===== src/rtl/aes_uart_sequencer.sv =====
// Byte-level frame controller between a UART rx/tx pair and the aescipher core.
// Parses K/D/R command frames, commits key/plaintext, runs one encryption and streams replies.
module aes_uart_sequencer #(
  parameter int unsigned TIMEOUT = 50000
) (
  input  logic         Clk,
  input  logic         Rst,
  input  logic [7:0]   rx_data,
  input  logic         rx_done,
  output logic [7:0]   tx_data,
  output logic         tx_start,
  input  logic         tx_done,
  output logic [127:0] aes_key,
  output logic [127:0] aes_din,
  output logic         aes_start,
  input  logic         aes_done,
  input  logic [127:0] aes_dout,
  input  logic [127:0] aes_keyout,
  output logic         busy,
  output logic         rx_drop,
  output logic         timeout_err
);

  localparam logic [7:0] CMD_KEY  = 8'h4B;
  localparam logic [7:0] CMD_DATA = 8'h44;
  localparam logic [7:0] CMD_READ = 8'h52;
  localparam logic [7:0] ACK      = 8'h06;
  localparam logic [7:0] NAK      = 8'h15;

  typedef enum logic [2:0] {S_IDLE, S_LOAD, S_RUN, S_WAIT_AES, S_SEND, S_SEND_WAIT} state_t;
  typedef enum logic [1:0] {R_ACK, R_NAK, R_CIPHER, R_KEYOUT} reply_t;

  state_t       state, state_nxt;
  reply_t       reply;
  logic [3:0]   cnt, tx_idx, tx_last;
  logic [31:0]  tmo;
  logic [127:0] shift_buf, res_dout, res_keyout;
  logic [127:0] buf_nxt, sel_word, shifted_word;
  logic         load_data, key_valid, res_valid;
  logic         last_byte, tmo_hit, payload_cmd;

  always_comb begin
    buf_nxt     = {shift_buf[119:0], rx_data};
    last_byte   = rx_done && (cnt == 4'd15);
    tmo_hit     = !rx_done && (tmo == 32'(TIMEOUT - 1));
    payload_cmd = (rx_data == CMD_KEY) || (rx_data == CMD_DATA);
  end

  always_ff @(posedge Clk) begin
    if (Rst) state <= S_IDLE;
    else     state <= state_nxt;
  end

  always_comb begin
    state_nxt = state;
    case (state)
      S_IDLE:      if (rx_done) state_nxt = payload_cmd ? S_LOAD : S_SEND;
      S_LOAD: begin
        if (last_byte)    state_nxt = (load_data && key_valid) ? S_RUN : S_SEND;
        else if (tmo_hit) state_nxt = S_IDLE;
      end
      S_RUN:       state_nxt = S_WAIT_AES;
      S_WAIT_AES:  if (aes_done) state_nxt = S_SEND;
      S_SEND:      state_nxt = S_SEND_WAIT;
      S_SEND_WAIT: if (tx_done) state_nxt = (tx_idx == tx_last) ? S_IDLE : S_SEND;
      default:     state_nxt = S_IDLE;
    endcase
  end

  always_comb begin
    busy         = (state != S_IDLE);
    aes_start    = (state == S_RUN);
    tx_start     = (state == S_SEND);
    sel_word     = (reply == R_CIPHER) ? res_dout : res_keyout;
    shifted_word = sel_word << {tx_idx, 3'b000};
    tx_data      = '0;
    if (state == S_SEND || state == S_SEND_WAIT) begin
      case (reply)
        R_ACK:   tx_data = ACK;
        R_NAK:   tx_data = NAK;
        default: tx_data = shifted_word[127:120];
      endcase
    end
  end

  // Reply kind/length chosen at frame decode; payload commands overwrite it at commit.
  always_ff @(posedge Clk) begin
    if (Rst) begin
      cnt         <= '0;
      tmo         <= '0;
      tx_idx      <= '0;
      tx_last     <= '0;
      reply       <= R_ACK;
      shift_buf   <= '0;
      res_dout    <= '0;
      res_keyout  <= '0;
      aes_key     <= '0;
      aes_din     <= '0;
      load_data   <= 1'b0;
      key_valid   <= 1'b0;
      res_valid   <= 1'b0;
      rx_drop     <= 1'b0;
      timeout_err <= 1'b0;
    end else begin
      if (rx_done && (state inside {S_RUN, S_WAIT_AES, S_SEND, S_SEND_WAIT}))
        rx_drop <= 1'b1;
      case (state)
        S_IDLE: if (rx_done) begin
          load_data <= (rx_data == CMD_DATA);
          cnt       <= '0;
          tmo       <= '0;
          tx_idx    <= '0;
          if (rx_data == CMD_READ && res_valid) begin
            reply   <= R_KEYOUT;
            tx_last <= 4'd15;
          end else begin
            reply   <= R_NAK;
            tx_last <= '0;
          end
        end
        S_LOAD: begin
          if (rx_done) begin
            shift_buf <= buf_nxt;
            cnt       <= cnt + 4'd1;
            tmo       <= '0;
            if (cnt == 4'd15) begin
              if (load_data) begin
                aes_din <= buf_nxt;
                reply   <= key_valid ? R_CIPHER : R_NAK;
                tx_last <= key_valid ? 4'd15 : 4'd0;
              end else begin
                aes_key   <= buf_nxt;
                key_valid <= 1'b1;
                reply     <= R_ACK;
                tx_last   <= '0;
              end
            end
          end else if (tmo_hit) begin
            timeout_err <= 1'b1;
            shift_buf   <= '0;
            cnt         <= '0;
            tmo         <= '0;
          end else begin
            tmo <= tmo + 32'd1;
          end
        end
        S_WAIT_AES: if (aes_done) begin
          res_dout   <= aes_dout;
          res_keyout <= aes_keyout;
          res_valid  <= 1'b1;
        end
        S_SEND_WAIT: if (tx_done && tx_idx != tx_last) tx_idx <= tx_idx + 4'd1;
        default: ;
      endcase
    end
  end

endmodule


===== config.mk =====
export PLATFORM = sky130hd
export DESIGN_NAME = aes_uart_sequencer
export DESIGN_NICKNAME = d
export VERILOG_FILES = /design/src/rtl/aes_uart_sequencer.sv
export SDC_FILE = /design/constraint.sdc
export NUM_CORES = 1
export LEC_CHECK = 0
export BUFFER_PORTS_ARGS = -buffer_cell sky130_fd_sc_hd__buf_4
export CAP_MARGIN = 30
export CORE_MARGIN = 2
export CORE_UTILIZATION = 45
export CTS_CLUSTER_SIZE = 40
export DETAILED_ROUTE_END_ITERATION = 8
export MAX_ROUTING_LAYER = met4
export PLACE_DENSITY = 0.68
export SYNTH_ARGS = -nofsm -noshare
export SYNTH_HDL_FRONTEND = slang
export SYNTH_SLANG_ARGS = --single-unit

===== constraint.sdc =====
create_clock -name Clk -period 2.3 [get_ports Clk]
set_input_delay 0 -clock Clk [delete_from_list [all_inputs] [get_ports Clk]]
set_output_delay 0 -clock Clk [all_outputs]
set_load 0.03 [all_outputs]

==> results of run 1 <==
==> flip-flops by register name, indices dropped and copies added (netlist names) <==
register / flops
aes_din: 128
aes_key: 128
res_dout: 128
res_keyout: 128
shift_buf: 120
tmo: 32
cnt: 4
tx_idx: 4
state: 3
key_valid: 1
load_data: 1
reply: 1
res_valid: 1
rx_drop: 1
timeout_err: 1
tx_last: 1
==> cell usage after synthesis, types with 4 or more instances <==
library cell / count / share of area, %
or2_1: 4 / 0.096
nand2_1: 1067 / 15
and4_1: 4 / 0.13
dfxtp_1: 682 / 52
nor3_1: 15 / 0.29
and3_1: 8 / 0.19
nor4b_1: 9 / 0.30
buf_1: 5 / 0.072
or2_2: 4 / 0.096
o211ai_1: 5 / 0.14
o21ai_0: 9 / 0.17
nor4_1: 13 / 0.31
xnor2_1: 11 / 0.37
buf_6: 4 / 0.17
nor2_1: 48 / 0.69
a311oi_1: 5 / 0.17
a22o_1: 120 / 4.0
a21oi_1: 526 / 10
nor2b_1: 7 / 0.17
nand3b_1: 5 / 0.14
mux4_2: 52 / 4.5
buf_2: 44 / 0.85
clkbuf_1: 187 / 2.7
a31oi_1: 29 / 0.70
nand4_1: 15 / 0.36
mux2i_1: 37 / 1.4
mux4_1: 6 / 0.61
o22ai_1: 11 / 0.26
inv_1: 12 / 0.17
or3_1: 13 / 0.31
nand3_1: 26 / 0.50
nand2b_1: 5 / 0.12
==> logic make-up (layout without fill, tap and decap cells) <==
| family | Yosys count | in the layout | share of synthesized area (%) |
|---|---|---|---|
| AO/OA/AOI/OAI | 737 | 737 | 16.7 |
| XOR/XNOR | 12 | 12 | 0.404 |
| AND/OR/NAND/NOR | 1256 | 1256 | 19.5 |
| buffers and inverters | 257 | 1072 | 4.18 |
| flip-flops | 682 | 682 | 52.4 |
| multiplexers | 96 | 96 | 6.57 |
| other | 0 | 1 | 0 |
| adder cells (fa/ha/maj) | 3 | 3 | 0.144 |
==> area by class of cell <==
cell class              count  area share, %
flip-flops and latches    682           37.0
multi-input cells        2104           31.3
repair buffers            942           22.7
clock buffers              96           5.48
well taps                 765           2.59
clock inverters            22          0.780
inverters                  12          0.122
diodes                      1        0.00678
==> worst max path at each step <==
| stage | to | depth (start not counted) |
|---|---|---|
| floorplan | tx_data[2] | 9 |
| global placement | tx_data[7] | 10 |
| detailed placement | tx_data[7] | 10 |
| CTS | tx_data[0] | 8 |
| global route | tx_data[4] | 9 |
| finish | tx_data[4] | 9 |
==> cells in the final DEF (no fill, tap or decap), types with 27 or more instances in the layout <==
master / synthesis / final
dlygate4sd3_1: 0 / 279
nand2_1: 1067 / 1065
mux4_2: 52 / 52
a31oi_1: 29 / 29
a21oi_1: 526 / 525
a22o_1: 120 / 120
buf_4: 3 / 607
mux2i_1: 37 / 27
clkbuf_16: 0 / 76
dfxtp_1: 682 / 675
buf_12: 1 / 28
nor2_1: 48 / 44
==> per-stage QoR <==
step	TNS [ns]	util [%]	area [µm²]
after floorplan	0	-	26100
after global placement	-0.223	54.1	31100
after detailed placement	-0.267	54.2	31100
after CTS	-4.47	63.5	36500
after global routing	-4.97	64.2	36900
final	-4.52	64.2	36900
==> power by group <==
part           switching [µW]  internal, µW
registers                 121         11900
logic                    1530          1600
clock network            4760          6720
total                    6410         20200
==> critical path, cell delays in order (launching register included) <==
cell and delay [ns]:
dfxtp_2 0.32, nor2b_4 0.14, buf_12 0.14, buf_16 0.14, buf_6 0.11, mux4_2 0.35, mux2i_4 0.08, a2111o_1 0.42
a311oi_2 0.36, buf_4 0.24
==> layer usage <==
layer	track usage (%)	part of all wire (%)
met1	38.4	40
met2	49.0	48
met3	5.14	7.5
met4	15.8	5.0
met5	-	0
==> repair_timing <==
action                                 in CTS  in global routing
setup endpoints to repair                   8                128
setup buffers                              12                 19
gates cloned                                1                  5
resized for setup                          36                 30
endpoints found under the hold margin     337                  0
pin swaps                                   7                 15
hold buffers                              279                  0
==> results.tsv, run 1 <==
metric	value	unit
clock_sinks	682	
critical_path_class	reg2out	
rsz0062_at_grt	yes	
p_per_area	721	nW/µm²
cts_buffers	70	
cp.required	2.30	ns
coreArea	57500	µm²
first_pass_iters	5	
max_freq	343	MHz
endpoint_kind	output port	
hpwl	59800	µm
finalWeightedCongestion	0.875	
layout_setup_ws	-0.619	ns
postSynthAreaPerCell	8.56	µm²
leakage	0.0138	µW
wirelength	94200	µm
worstPathArrival	2.92	ns
synth-main-ff-cell	dfxtp_1	
globalRoute.totalOverflow	0	
ir_drop	0.493	mV
yosys_warnings	0	
hold_path_class	in2reg	
htree_levels	3	
hold_viol	0	
synth_nets	3315	
min_delay_worst_endpoint	res_dout[29]	
routed_via_density	5.52	
fin_cells	4624	
slew_violations	0	
pre_cts_slack	-0.142	ns
synth_edf_count	0	
async_flop_share	0	%
final_net_count	4084	
fin_hold_ws	0.204	ns
fin_skew	0.0122	ns
status	finished, violations left	
netlist_area	26000	µm²
fillers	4672	
clkTransAtPathRegs	0.06	ns
synth_cell_types	69	
num_rows	88	
r2r_end	shift_buf[88]	
drt_iter0_markers	2066	
wl_per_cell	20.4	µm
die_h	245	µm
dieWidth	245	µm
grt_max_degree	153	
grt_pass1_vias	24000	
cts_tree	yes	
grt_pass1_wl	140000	µm
tightest_slew	0.870	ns
io_pins	538	
dpl.cell_count	4193	
setup_violations	8	
start_util	45.3	%
die_area	59800	µm²
syn-instance-count	3043	
worstHoldPathCells	4	
drv_cap	0	
final_layout_size_suffix_gt1_share	22.7	%
multi_input_area	11600	µm²
fin_crit_sh	127	%
timing.rr.start	tmo[0]	
io_buffers	537	
r2r_slack	0.14	ns
cts_buffer_depth	3	
critPathLaunchType	flop	
fin_crit	2.92	ns
violations	setup timing	
power	26600	µW
grt.total_usage	31.0	%
min_from	aes_dout[29]	
seq_area_frac_synth	52.4	%
critPathLaunch	tx_last[2]	
drc	0	
ant_nets	0	
clk_latency	0.60	ns
area_growth_syn_to_layout	41.7	%
vias	25500	
final-seq-area	13700	µm²
cts.root.buffer_cell	clkbuf_16	
antenna_found_initial	1	
max_slew_margin	42.0	%
cp_max_fo	5	
synth-seq-cells	682	
r2r.worst_path.cells	8	
Note: power is estimated with default switching activity, not from simulation.
==> run 2, diff against run 1 <==
--- a/config.mk
+++ b/config.mk
@@ -13,6 +13,7 @@
 export DETAILED_ROUTE_END_ITERATION = 8
 export MAX_ROUTING_LAYER = met4
 export PLACE_DENSITY = 0.68
+export RECOVER_POWER = 25
 export SYNTH_ARGS = -nofsm -noshare
 export SYNTH_HDL_FRONTEND = slang
 export SYNTH_SLANG_ARGS = --single-unit
==> results.tsv, run 2 (synthesis gave the netlist of run 1 again) <==
metric	value	unit
status	finished, violations left	
violations	setup timing	
critPathLaunch	tx_last[2]	
wirelength	94200	µm
finalWeightedCongestion	0.875	
ir_drop	0.492	mV
max_freq	344	MHz
pre_cts_slack	-0.142	ns
power	26600	µW
hold_viol	0	
dpl_cell_area	31100	µm²
critPathLaunchType	flop	
hold_path_class	in2reg	
vias	25400	
htree_levels	3	
io_buffers	537	
clkTransAtPathRegs	0.06	ns
io_pins	538	
crit_chain	nor2b_4 -> buf_12 -> buf_16 -> buf_6 -> mux4_2 -> mux2i_4 -> a2111o_1 -> a311oi_2 -> buf_4	
antenna_found_initial	1	
mostFrequentLayoutCell	nand2_1	
p_comb_share	11.7	%
cp_max_fo	5	
max_slew_margin	42.9	%
wl_per_cell	20.4	µm
r2r.worst_path.cells	7	
cts_buffers	70	
fin_crit	2.91	ns
crit_slowest_cell	a2111o_1	
grt.total_usage	31.0	%
p_int	20200	µW
routed_via_density	5.49	
path_depth	9	
p_per_area	738	nW/µm²
leakage	0.0128	µW
die_h	245	µm
tightest_slew	0.857	ns
num_rows	88	
endpoint_kind	output port	
stdcell_area	36000	µm²
clkPwrFrac	43.2	%
crit_path_end	tx_data[4]	
final_cell_mix	nand2_1, dfxtp_1, a21oi_1	
die_area	59800	µm²
grt_max_degree	153	
rsz0062_at_grt	yes	
clock_sinks	682	
drv_cap	0	
cts.root.buffer_cell	clkbuf_16	
r2r_slack	0.15	ns
area_growth_syn_to_layout	38.3	%
timing.rr.start	tmo[16]	
layout_setup_ws	-0.607	ns
clk_latency	0.60	ns
final_net_count	4084	
start_util	45.3	%
drc	0	
cp_top_family	compound AO/OA/AOI/OAI gates	
seqPwrFrac	45.1	%
drt_iter0_markers	2096	
fin_crit_sh	126	%
first_pass_iters	8	
min_from	aes_dout[29]	
netSwitchingPower	6390	µW
grt_pass1_vias	24000	
fin_tns_setup	-4.50	ns
slew_violations	0	
critical_path_class	reg2out	
worstPathArrival	2.91	ns
r2r_end	shift_buf[88]	
hpwl	59800	µm
ant_nets	0	
coreArea	57500	µm²
setup_violations	8	
path_buf_inv	4	
cts_buffer_depth	3	
grt_pass1_wl	140000	µm
p_sw_share	24.0	%
fin_skew	0.0147	ns
cts_tree	yes	
cp.required	2.30	ns
max_stage_delay	0.42	ns
dieWidth	245	µm
globalRoute.totalOverflow	0	
final_layout_size_suffix_gt1_share	16.6	%
run 2: cell types whose count changed in the layout (fill, tap and decap cells not counted):
cell | before | now
clkbuf_1 | 10 | 245
buf_4 | 607 | 372
run 2: how the worst min path moves through the flow:
stage               cells after the start  slack [ns]        endpoint
global placement                        3        0.25    res_dout[27]
finish                                  4        0.20    res_dout[29]
global route                            4        0.20    res_dout[29]
floorplan                               1        0.13    shift_buf[0]
CTS                                     4        0.16  res_keyout[80]
detailed placement                      3        0.26    res_dout[31]
run 2: cell type report:
type | instances | area [µm²]
Inverter | 12 | 45.0
Clock buffer | 96 | 2020
Fill cell | 4903 | 21500
Sequential cell | 682 | 13700
Antenna cell | 1 | 2.50
Multi-Input combinational cell | 2104 | 11600
Tap cell | 765 | 957
Clock inverter | 22 | 288
Timing Repair Buffer | 942 | 7480
run 2: power groups by stage:
stage	registers, µW	logic (µW)	clock network [µW]
floorplan	12200	1320	0
global placement	12200	2300	0
detailed placement	12200	2320	0
CTS	12000	2880	11600
global route	12000	3290	12100
finish	12000	3120	11500
run 2: timing repair:
action	CTS	global route
hold buffers	279	0
pin swaps	7	15
setup buffers	12	19
endpoints found under the setup margin	8	128
gates cloned	1	5
endpoints found under the hold margin	337	0
resized for setup	36	30
run 2: layer usage:
| layer | wire length [µm] | track usage (%) | vias up |
|---|---|---|---|
| met2 | 44600 | 49.0 | 1197 |
| met1 | 37700 | 38.4 | 12000 |
| met4 | 4820 | 15.8 | 0 |
| li1 | - | - | 11900 |
| met3 | 7000 | 5.14 | 288 |
| met5 | 0 | - | - |
run 2: stage by stage:
| stage | utilization [%] | hold slack (ns) | std cells |
|---|---|---|---|
| 2_1_floorplan | - | 0.133 | 3043 |
| 3_3_place_gp | 54.1 | 0.252 | 4192 |
| 3_5_place_dp | 54.2 | 0.258 | 4193 |
| 4_1_cts | 63.5 | 0.161 | 4603 |
| 5_1_grt | 62.7 | 0.198 | 4624 |
| 6_report | 62.7 | 0.200 | 4624 |
run 2: worst reg2reg max path: cells and delay by family, from the launching register on:
| family | cells | cell delay, ns |
|---|---|---|
| flip-flops | 1 | 0.37 |
| AND/OR/NAND/NOR | 2 | 0.58 |
| buffers and inverters | 2 | 0.46 |
| AO/OA/AOI/OAI | 3 | 0.64 |
